**src/rtl/padframe_pkg.sv**
```systemverilog
// Shared definitions for the padframe configuration chain: per-pad control bit
// layout, reset configuration, self-test FSM states and loopback patterns.
package padframe_pkg;

    localparam int CFG_BITS  = 8;
    localparam int CFG_OE    = 0;
    localparam int CFG_IE    = 1;
    localparam int CFG_PU    = 2;
    localparam int CFG_PD    = 3;
    localparam int CFG_PDRV0 = 4;
    localparam int CFG_PDRV1 = 5;
    localparam int CFG_CS    = 6;
    localparam int CFG_SL    = 7;

    // Pads come out of reset as plain inputs.
    localparam logic [CFG_BITS-1:0] CFG_RESET = 8'b0000_0010;

    typedef enum logic [2:0] {IDLE, DRIVE, SETTLE, CHECK, DONE} state_e;

    // Loopback pattern bit for pad n in the given phase.
    function automatic logic alt_pattern(input logic [1:0] phase, input int unsigned n);
        logic even;
        even = ((n % 2) == 0);
        case (phase)
            2'd0:    return 1'b1;
            2'd1:    return 1'b0;
            2'd2:    return even;
            default: return ~even;
        endcase
    endfunction

endpackage

```
**src/rtl/padframe_cfg_slice.sv**
```systemverilog
// One pad's segment of the configuration chain: a shadow shift register that
// feeds the next pad, plus the active register the pad controls come from.
module padframe_cfg_slice
    import padframe_pkg::*;
(
    input  logic                clk,
    input  logic                rst_n,
    input  logic                sdi,
    input  logic                shift,
    input  logic                load,
    output logic                sdo,
    output logic [CFG_BITS-1:0] active
);

    logic [CFG_BITS-1:0] shadow;

    // Load samples the pre-shift shadow when both strobes coincide.
    always_ff @(posedge clk or negedge rst_n) begin
        if (!rst_n) begin
            shadow <= CFG_RESET;
            active <= CFG_RESET;
        end else begin
            if (shift) shadow <= {shadow[CFG_BITS-2:0], sdi};
            if (load)  active <= shadow;
        end
    end

    assign sdo = shadow[CFG_BITS-1];

endmodule

```
**src/rtl/padframe_cfg_chain.sv**
```systemverilog
// Padframe controller: serial shadow chain with atomic apply, and a four-phase
// loopback self-test that overrides pad direction while it runs.
module padframe_cfg_chain
    import padframe_pkg::*;
#(
    parameter int NUM_PADS      = 46,
    parameter int SETTLE_CYCLES = 4
) (
    input  logic                clk,
    input  logic                rst_n,
    input  logic                cfg_sdi,
    input  logic                cfg_shift,
    input  logic                cfg_load,
    output logic                cfg_sdo,
    input  logic                test_start,
    output logic                test_busy,
    output logic                test_done,
    output logic [NUM_PADS-1:0] test_fail,
    input  logic [NUM_PADS-1:0] core_A,
    output logic [NUM_PADS-1:0] core_Y,
    output logic [NUM_PADS-1:0] bidir_OE,
    output logic [NUM_PADS-1:0] bidir_IE,
    output logic [NUM_PADS-1:0] bidir_PU,
    output logic [NUM_PADS-1:0] bidir_PD,
    output logic [NUM_PADS-1:0] bidir_PDRV0,
    output logic [NUM_PADS-1:0] bidir_PDRV1,
    output logic [NUM_PADS-1:0] bidir_CS,
    output logic [NUM_PADS-1:0] bidir_SL,
    output logic [NUM_PADS-1:0] bidir_A,
    input  logic [NUM_PADS-1:0] bidir_Y
);

    localparam int CW = $clog2(SETTLE_CYCLES + 1);

    logic [NUM_PADS:0]                    chain;
    logic [NUM_PADS-1:0][CFG_BITS-1:0]    act;
    state_e                               state;
    logic [1:0]                           phase;
    logic [CW-1:0]                        cnt;
    logic [NUM_PADS-1:0]                  pat_q;
    logic [NUM_PADS-1:0]                  pat_next;

    assign chain[0] = cfg_sdi;
    assign cfg_sdo  = chain[NUM_PADS];

    for (genvar i = 0; i < NUM_PADS; i++) begin : g_pad
        padframe_cfg_slice u_slice (
            .clk    (clk),
            .rst_n  (rst_n),
            .sdi    (chain[i]),
            .shift  (cfg_shift),
            .load   (cfg_load),
            .sdo    (chain[i+1]),
            .active (act[i])
        );

        // Test forces pads to drive-and-receive with no pulls.
        assign bidir_OE[i]    = act[i][CFG_OE] | test_busy;
        assign bidir_IE[i]    = act[i][CFG_IE] | test_busy;
        assign bidir_PU[i]    = act[i][CFG_PU] & ~test_busy;
        assign bidir_PD[i]    = act[i][CFG_PD] & ~test_busy;
        assign bidir_PDRV0[i] = act[i][CFG_PDRV0];
        assign bidir_PDRV1[i] = act[i][CFG_PDRV1];
        assign bidir_CS[i]    = act[i][CFG_CS];
        assign bidir_SL[i]    = act[i][CFG_SL];
    end

    assign bidir_A = test_busy ? pat_q : core_A;
    assign core_Y  = test_busy ? '0 : bidir_Y;

    always_comb begin
        pat_next = '0;
        for (int i = 0; i < NUM_PADS; i++) pat_next[i] = alt_pattern(phase, i);
    end

    always_ff @(posedge clk or negedge rst_n) begin
        if (!rst_n) begin
            state     <= IDLE;
            phase     <= 2'd0;
            cnt       <= '0;
            pat_q     <= '0;
            test_busy <= 1'b0;
            test_done <= 1'b0;
            test_fail <= '0;
        end else begin
            case (state)
                IDLE: begin
                    if (test_start) begin
                        state     <= DRIVE;
                        phase     <= 2'd0;
                        test_fail <= '0;
                        test_busy <= 1'b1;
                    end
                end
                DRIVE: begin
                    pat_q <= pat_next;
                    cnt   <= CW'(SETTLE_CYCLES - 1);
                    state <= SETTLE;
                end
                SETTLE: begin
                    if (cnt == '0) state <= CHECK;
                    else           cnt   <= cnt - 1'b1;
                end
                CHECK: begin
                    test_fail <= test_fail | (bidir_Y ^ pat_q);
                    if (phase == 2'd3) begin
                        state     <= DONE;
                        test_done <= 1'b1;
                        test_busy <= 1'b0;
                    end else begin
                        phase <= phase + 2'd1;
                        state <= DRIVE;
                    end
                end
                DONE: begin
                    test_done <= 1'b0;
                    state     <= IDLE;
                end
                default: state <= IDLE;
            endcase
        end
    end

endmodule

```
**config.mk**
```make
export PLATFORM = sky130hd
export DESIGN_NAME = padframe_cfg_chain
export DESIGN_NICKNAME = d
export VERILOG_FILES = /design/src/rtl/padframe_pkg.sv /design/src/rtl/padframe_cfg_slice.sv /design/src/rtl/padframe_cfg_chain.sv
export SDC_FILE = /design/constraint.sdc
export NUM_CORES = 1
export LEC_CHECK = 0
export CORE_ASPECT_RATIO = 1.75
export CORE_MARGIN = 2
export CORE_UTILIZATION = 51
export DETAILED_ROUTE_END_ITERATION = 16
export GPL_TIMING_DRIVEN = 1
export PLACE_DENSITY = 0.79
export SYNTH_ARGS = -nofsm -noshare
export SYNTH_HDL_FRONTEND = slang
export SYNTH_SLANG_ARGS = --single-unit
```
**constraint.sdc**
```tcl
create_clock -name clk -period 3.6 [get_ports clk]
set_clock_uncertainty 0.05 [all_clocks]
set_input_delay 0.72 -clock clk [delete_from_list [all_inputs] [get_ports clk]]
set_output_delay 0.72 -clock clk [all_outputs]
set_load 0.1 [all_outputs]
```
Yosys cells after proc, flatten, opt, wreduce, memory -nomap -nowiden
Cells that the tools add are included.

cells by class
  add/subtract/negate cells = 2
  eq/ne operators = 12
  multiplexer cells = 20
  bitwise operators = 187
  reduce and logical (&&, ||, !) cells = 14

operators with widths
  kind                 count
  $mux 46              3
  $and 1x1->1          92
  $or 1x1->1           92
  $pmux 46 s2          1
  $or 46x46->46        1
  $xor 46x46->46       1
  $mux 3               4
  $pmux 3 s4           1
  $ne 2x2->1 const B   5
  $reduce_and 2->1     4
  $eq 3x2->1 const B   2
  $logic_not 3->1      2
  $pmux 3 s2           1
  $reduce_and 3->1     2
  $reduce_bool 2->1    3
  $mux 1               5
  $eq 2x2->1 const B   2
  $mux 2               2
  $pmux 1 s2           2
  $pmux 2 s2           1
  $reduce_or 2->1      2
  $eq 3x1->1 const B   1
  $eq 3x3->1 const B   1
  $sub 3x1->3 const B  1
  4 further kinds      4

word-level totals
  register bits after elaboration = 838
  input bits = 98
  output and inout port bits = 509
  word-level logic and storage cells = 334

Longest topological paths before layout
  depth after elaboration = 3
  gate-level depth with buffers = 7
  mapped depth without buffers = 6

Cells and area by module
A second synthesis with hierarchy kept.

second synthesis, totals
  cells, all modules = 2185
  area, all modules = 35323.9 um2

by module, submodules not included
  module              instances  cells each  area an instance (um2)  seq. area each (um2)
  padframe_cfg_slice  46         34          665.6                   402.9
  padframe_cfg_chain  1          621         4704.5                  1451.4

Worst setup path before layout
OpenSTA, ideal clock, no wires.

  path type = register -> output
  start = reg test_busy
  end = out bidir_A[0]
  arrival = 3490 ps
  data required time = 2830 ps
  setup slack = -660 ps
  cell stages (with the launch flop) = 5
  path buffers = 3
  cell sequence = dfrtp_1 -> buf_2 -> buf_2 -> clkbuf_1 -> o21ai_0

between the ends
  cells in the longest elaborated chain, start to end = 1

ends and longest elaborated chain
  what                    RTL line                   RTL
  from (decl)             padframe_cfg_chain.sv:16   output logic test_busy,
  from (signal assigned)  padframe_cfg_chain.sv:82   test_busy <= 1'b0;
  from (signal assigned)  padframe_cfg_chain.sv:92   test_busy <= 1'b1;
  from (signal assigned)  padframe_cfg_chain.sv:109  test_busy <= 1'b0;
  $mux 46                 padframe_cfg_chain.sv:68   assign bidir_A = test_busy ? pat_q : core_A;
  to (decl)               padframe_cfg_chain.sv:29   output logic [NUM_PADS-1:0] bidir_A,

No other way between the ends.

Final worst setup path
Ends and elaborated chain as after synthesis.

==> out/results.ini <==
[floorplan]
die_w_um = 197
fp.coreArea_mm2 = 0.0650
fp-row-count = 124
die_h_um = 342
start_util = 0.514
dieArea_mm2 = 0.0676
ios = 607

[clock_tree]
cts_tree = yes
cts-buffers-inserted = 71
clkTransAtPathRegs_ps = 60
post_cts_buffers = 0
ctsRootBufferMaster = clkbuf_16
clk_path_buf_depth = 3
cts.repair.resized = 0
cts_hold_buffers = 0
insertion_delay_ps = 620
clock_sinks = 794
cts-htree-levels = 3

[synth]
synth_xor_xnor_area_share = 0.0123
synth_area_mm2 = 0.0334
synth_top_family_by_area = multiplexers
ys_ff_latch = 794
synth_async_sr_flop_share = 1.00
ys_warn_count = 0
synth_compound_area_frac = 0.0185
synth_adder_area_share = 0.00187
synth_cells = 2360
synth_simple_gate_area_frac = 0.0523
synth_cell_types = 36
synth-edff-count = 0
seq_area_frac_synth = 0.599
muxShareOfSynthArea = 0.249
synth-main-ff-cell = dfrtp_1
avgSynthCellArea_um2 = 14.1
synth_fp_nets = 2463

[power]
ir_worst_vdd_v = 0.000520
p_per_area_mw_per_mm2 = 759
leakage_nw = 20.2

[finish]
fin_area_mm2 = 0.0415
syn_to_final_growth_pct = 24.2
drive_gt1_frac = 0.515
nNetsFinal = 2887

[worst_setup_path]
critPathArrivalTime_ps = 2570
critPathMaxFanout = 45
critPathRequiredTime_ps = 2830
path_class = reg -> out
start_kind = register
end_kind = output pin

[timing]
setup_tns_ps = 0
setup_viol = 0
relSlewSlack = 0.301
finalCriticalPeriod_ps = 3340
final-max-slew-violation-count = 0
worst_slew_pin_slew_ps = 1050
rsz0062_at_grt = false
timing.final.crit_share = 0.927
finalHoldViolCount = 0
max_freq_mhz = 300

[detailed_routing]
vias = 19487
drc_errors = 0
wl_per_cell_um = 22.2
dr.pass1.iters = 4
drt.antenna.violating_nets = 0
viasPerCell = 5.32
wl_mm = 81.4
dr.first_iter.drc_count = 801

[hold_path]
hold_class = in -> async

[place]
io_buffers = 606
hpwl_mm = 58.6
place_area_mm2 = 0.0390
gp_congestion = 0.882

[run_status]
outcome = finished clean

[global_route]
grt_max_degree = 135
grtUsageTotal = 0.242
grt_pass1_vias = 21029
grt_pass1_wl_mm = 125
gr-total-overflow = 0
antenna_found_initial = 5

[run]
drv_cap = 0

## power by group
part / internal [mW] / total (mW) / switching [mW]
registers: 9.51 / 9.99 / 0.479
clock network: 4.59 / 7.98 / 3.39
logic: 3.43 / 13.5 / 10.1
total: 17.5 / 31.5 / 14.0
## routing by layer
layer / share of wire / GRT usage / vias to the layer above
li1: - / - / 8635
met1: 0.37 / 0.272 / 10018
met2: 0.50 / 0.414 / 626
met3: 0.070 / 0.0657 / 204
met4: 0.058 / 0.137 / 4
met5: 0.00028 / 0 / -
## kinds of logic (layout without fill, tap and decap cells)
| logic type | count (synthesis) | in the layout |
|---|---|---|
| flip-flops | 794 | 794 |
| multiplexers | 737 | 737 |
| buffers and inverters | 375 | 857 |
| AND/OR/NAND/NOR | 293 | 293 |
| AO/OA/AOI/OAI | 109 | 109 |
| XOR/XNOR | 47 | 47 |
| adder cells (fa/ha/maj) | 5 | 5 |
| other | 0 | 4 |
## area by class of cell
class	count	area [um^2]
clock buffers	101	2040
fillers	4732	23500
well taps	819	1020
multi-input cells	1191	11100
repair buffers	672	6640
flip-flops and latches	794	20000
diodes	4	10.0
inverters	54	203
clock inverters	30	432
## state kept, by name, summed over array words and instances (netlist names)
signal,cells
test_busy,1
phase,2
test_fail,46
pat_q,2
state,3
cnt,3
g_pad.u_slice.active,368
test_done,1
g_pad.u_slice.shadow,368
## synthesized netlist by cell type (4+ instances only)
cell	number	area, um^2
mux2_2	736	8290
dfrtp_1	702	17600
buf_4	188	1410
nor2b_1	138	863
buf_2	97	485
dfstp_2	92	2420
or2_2	92	576
inv_1	54	203
o21ai_0	48	240
xor2_1	46	403
nor2_1	45	169
a21oi_1	40	200
clkbuf_1	31	116
a21oi_2	10	87.6
nor2_2	10	62.6
ha_1	5	62.6
buf_6	4	45.0
## worst max-delay path, stage by stage (launching register included)
cell and delay [ps]:
dfrtp_4 720, nand2_1 600, o21ai_0 390, buf_12 230
## worst paths after layout
kind / cells past startpoint / slack (ps) / to / startpoint
worst max-delay path: 3 / 260 / bidir_A[0] / test_busy
worst min-delay path: 1 / 150 / g_pad[28].u_slice.shadow[3] / rst_n
worst max register to register: 4 / 1370 / test_fail[24] / state[1]
worst min register to register: 1 / 450 / g_pad[20].u_slice.active[0] / g_pad[20].u_slice.active[0]
max in group asynchronous: 2 / 2400 / g_pad[35].u_slice.active[1] / rst_n
min in group clk: 1 / 450 / g_pad[20].u_slice.active[0] / g_pad[20].u_slice.active[0]
## cell usage in the layout (no fill, tap or decap), types with 40 or more instances in the layout
cell type / synthesis / final
buf_4: 188 / 330
nor2_1: 45 / 45
dfrtp_1: 702 / 701
buf_12: 0 / 72
xor2_1: 46 / 46
nor2b_1: 138 / 138
clkdlybuf4s50_1: 0 / 267
a21oi_1: 40 / 40
inv_1: 54 / 54
or2_2: 92 / 92
mux2_2: 736 / 736
dfstp_2: 92 / 92
clkbuf_16: 0 / 72
## through the flow
stage	hold slack [ps]	power [mW]	setup slack (ps)	util	cells
2_1_floorplan	374	19.8	-660	-	2360
3_3_place_gp	429	23.5	737	0.600	3530
3_5_place_dp	437	23.7	767	0.600	3530
4_1_cts	160	31.7	176	0.638	3661
5_1_grt	186	32.5	9.78	0.638	3663
6_report	150	31.5	262	0.638	3665
Power figures use the tool's default switching activity.
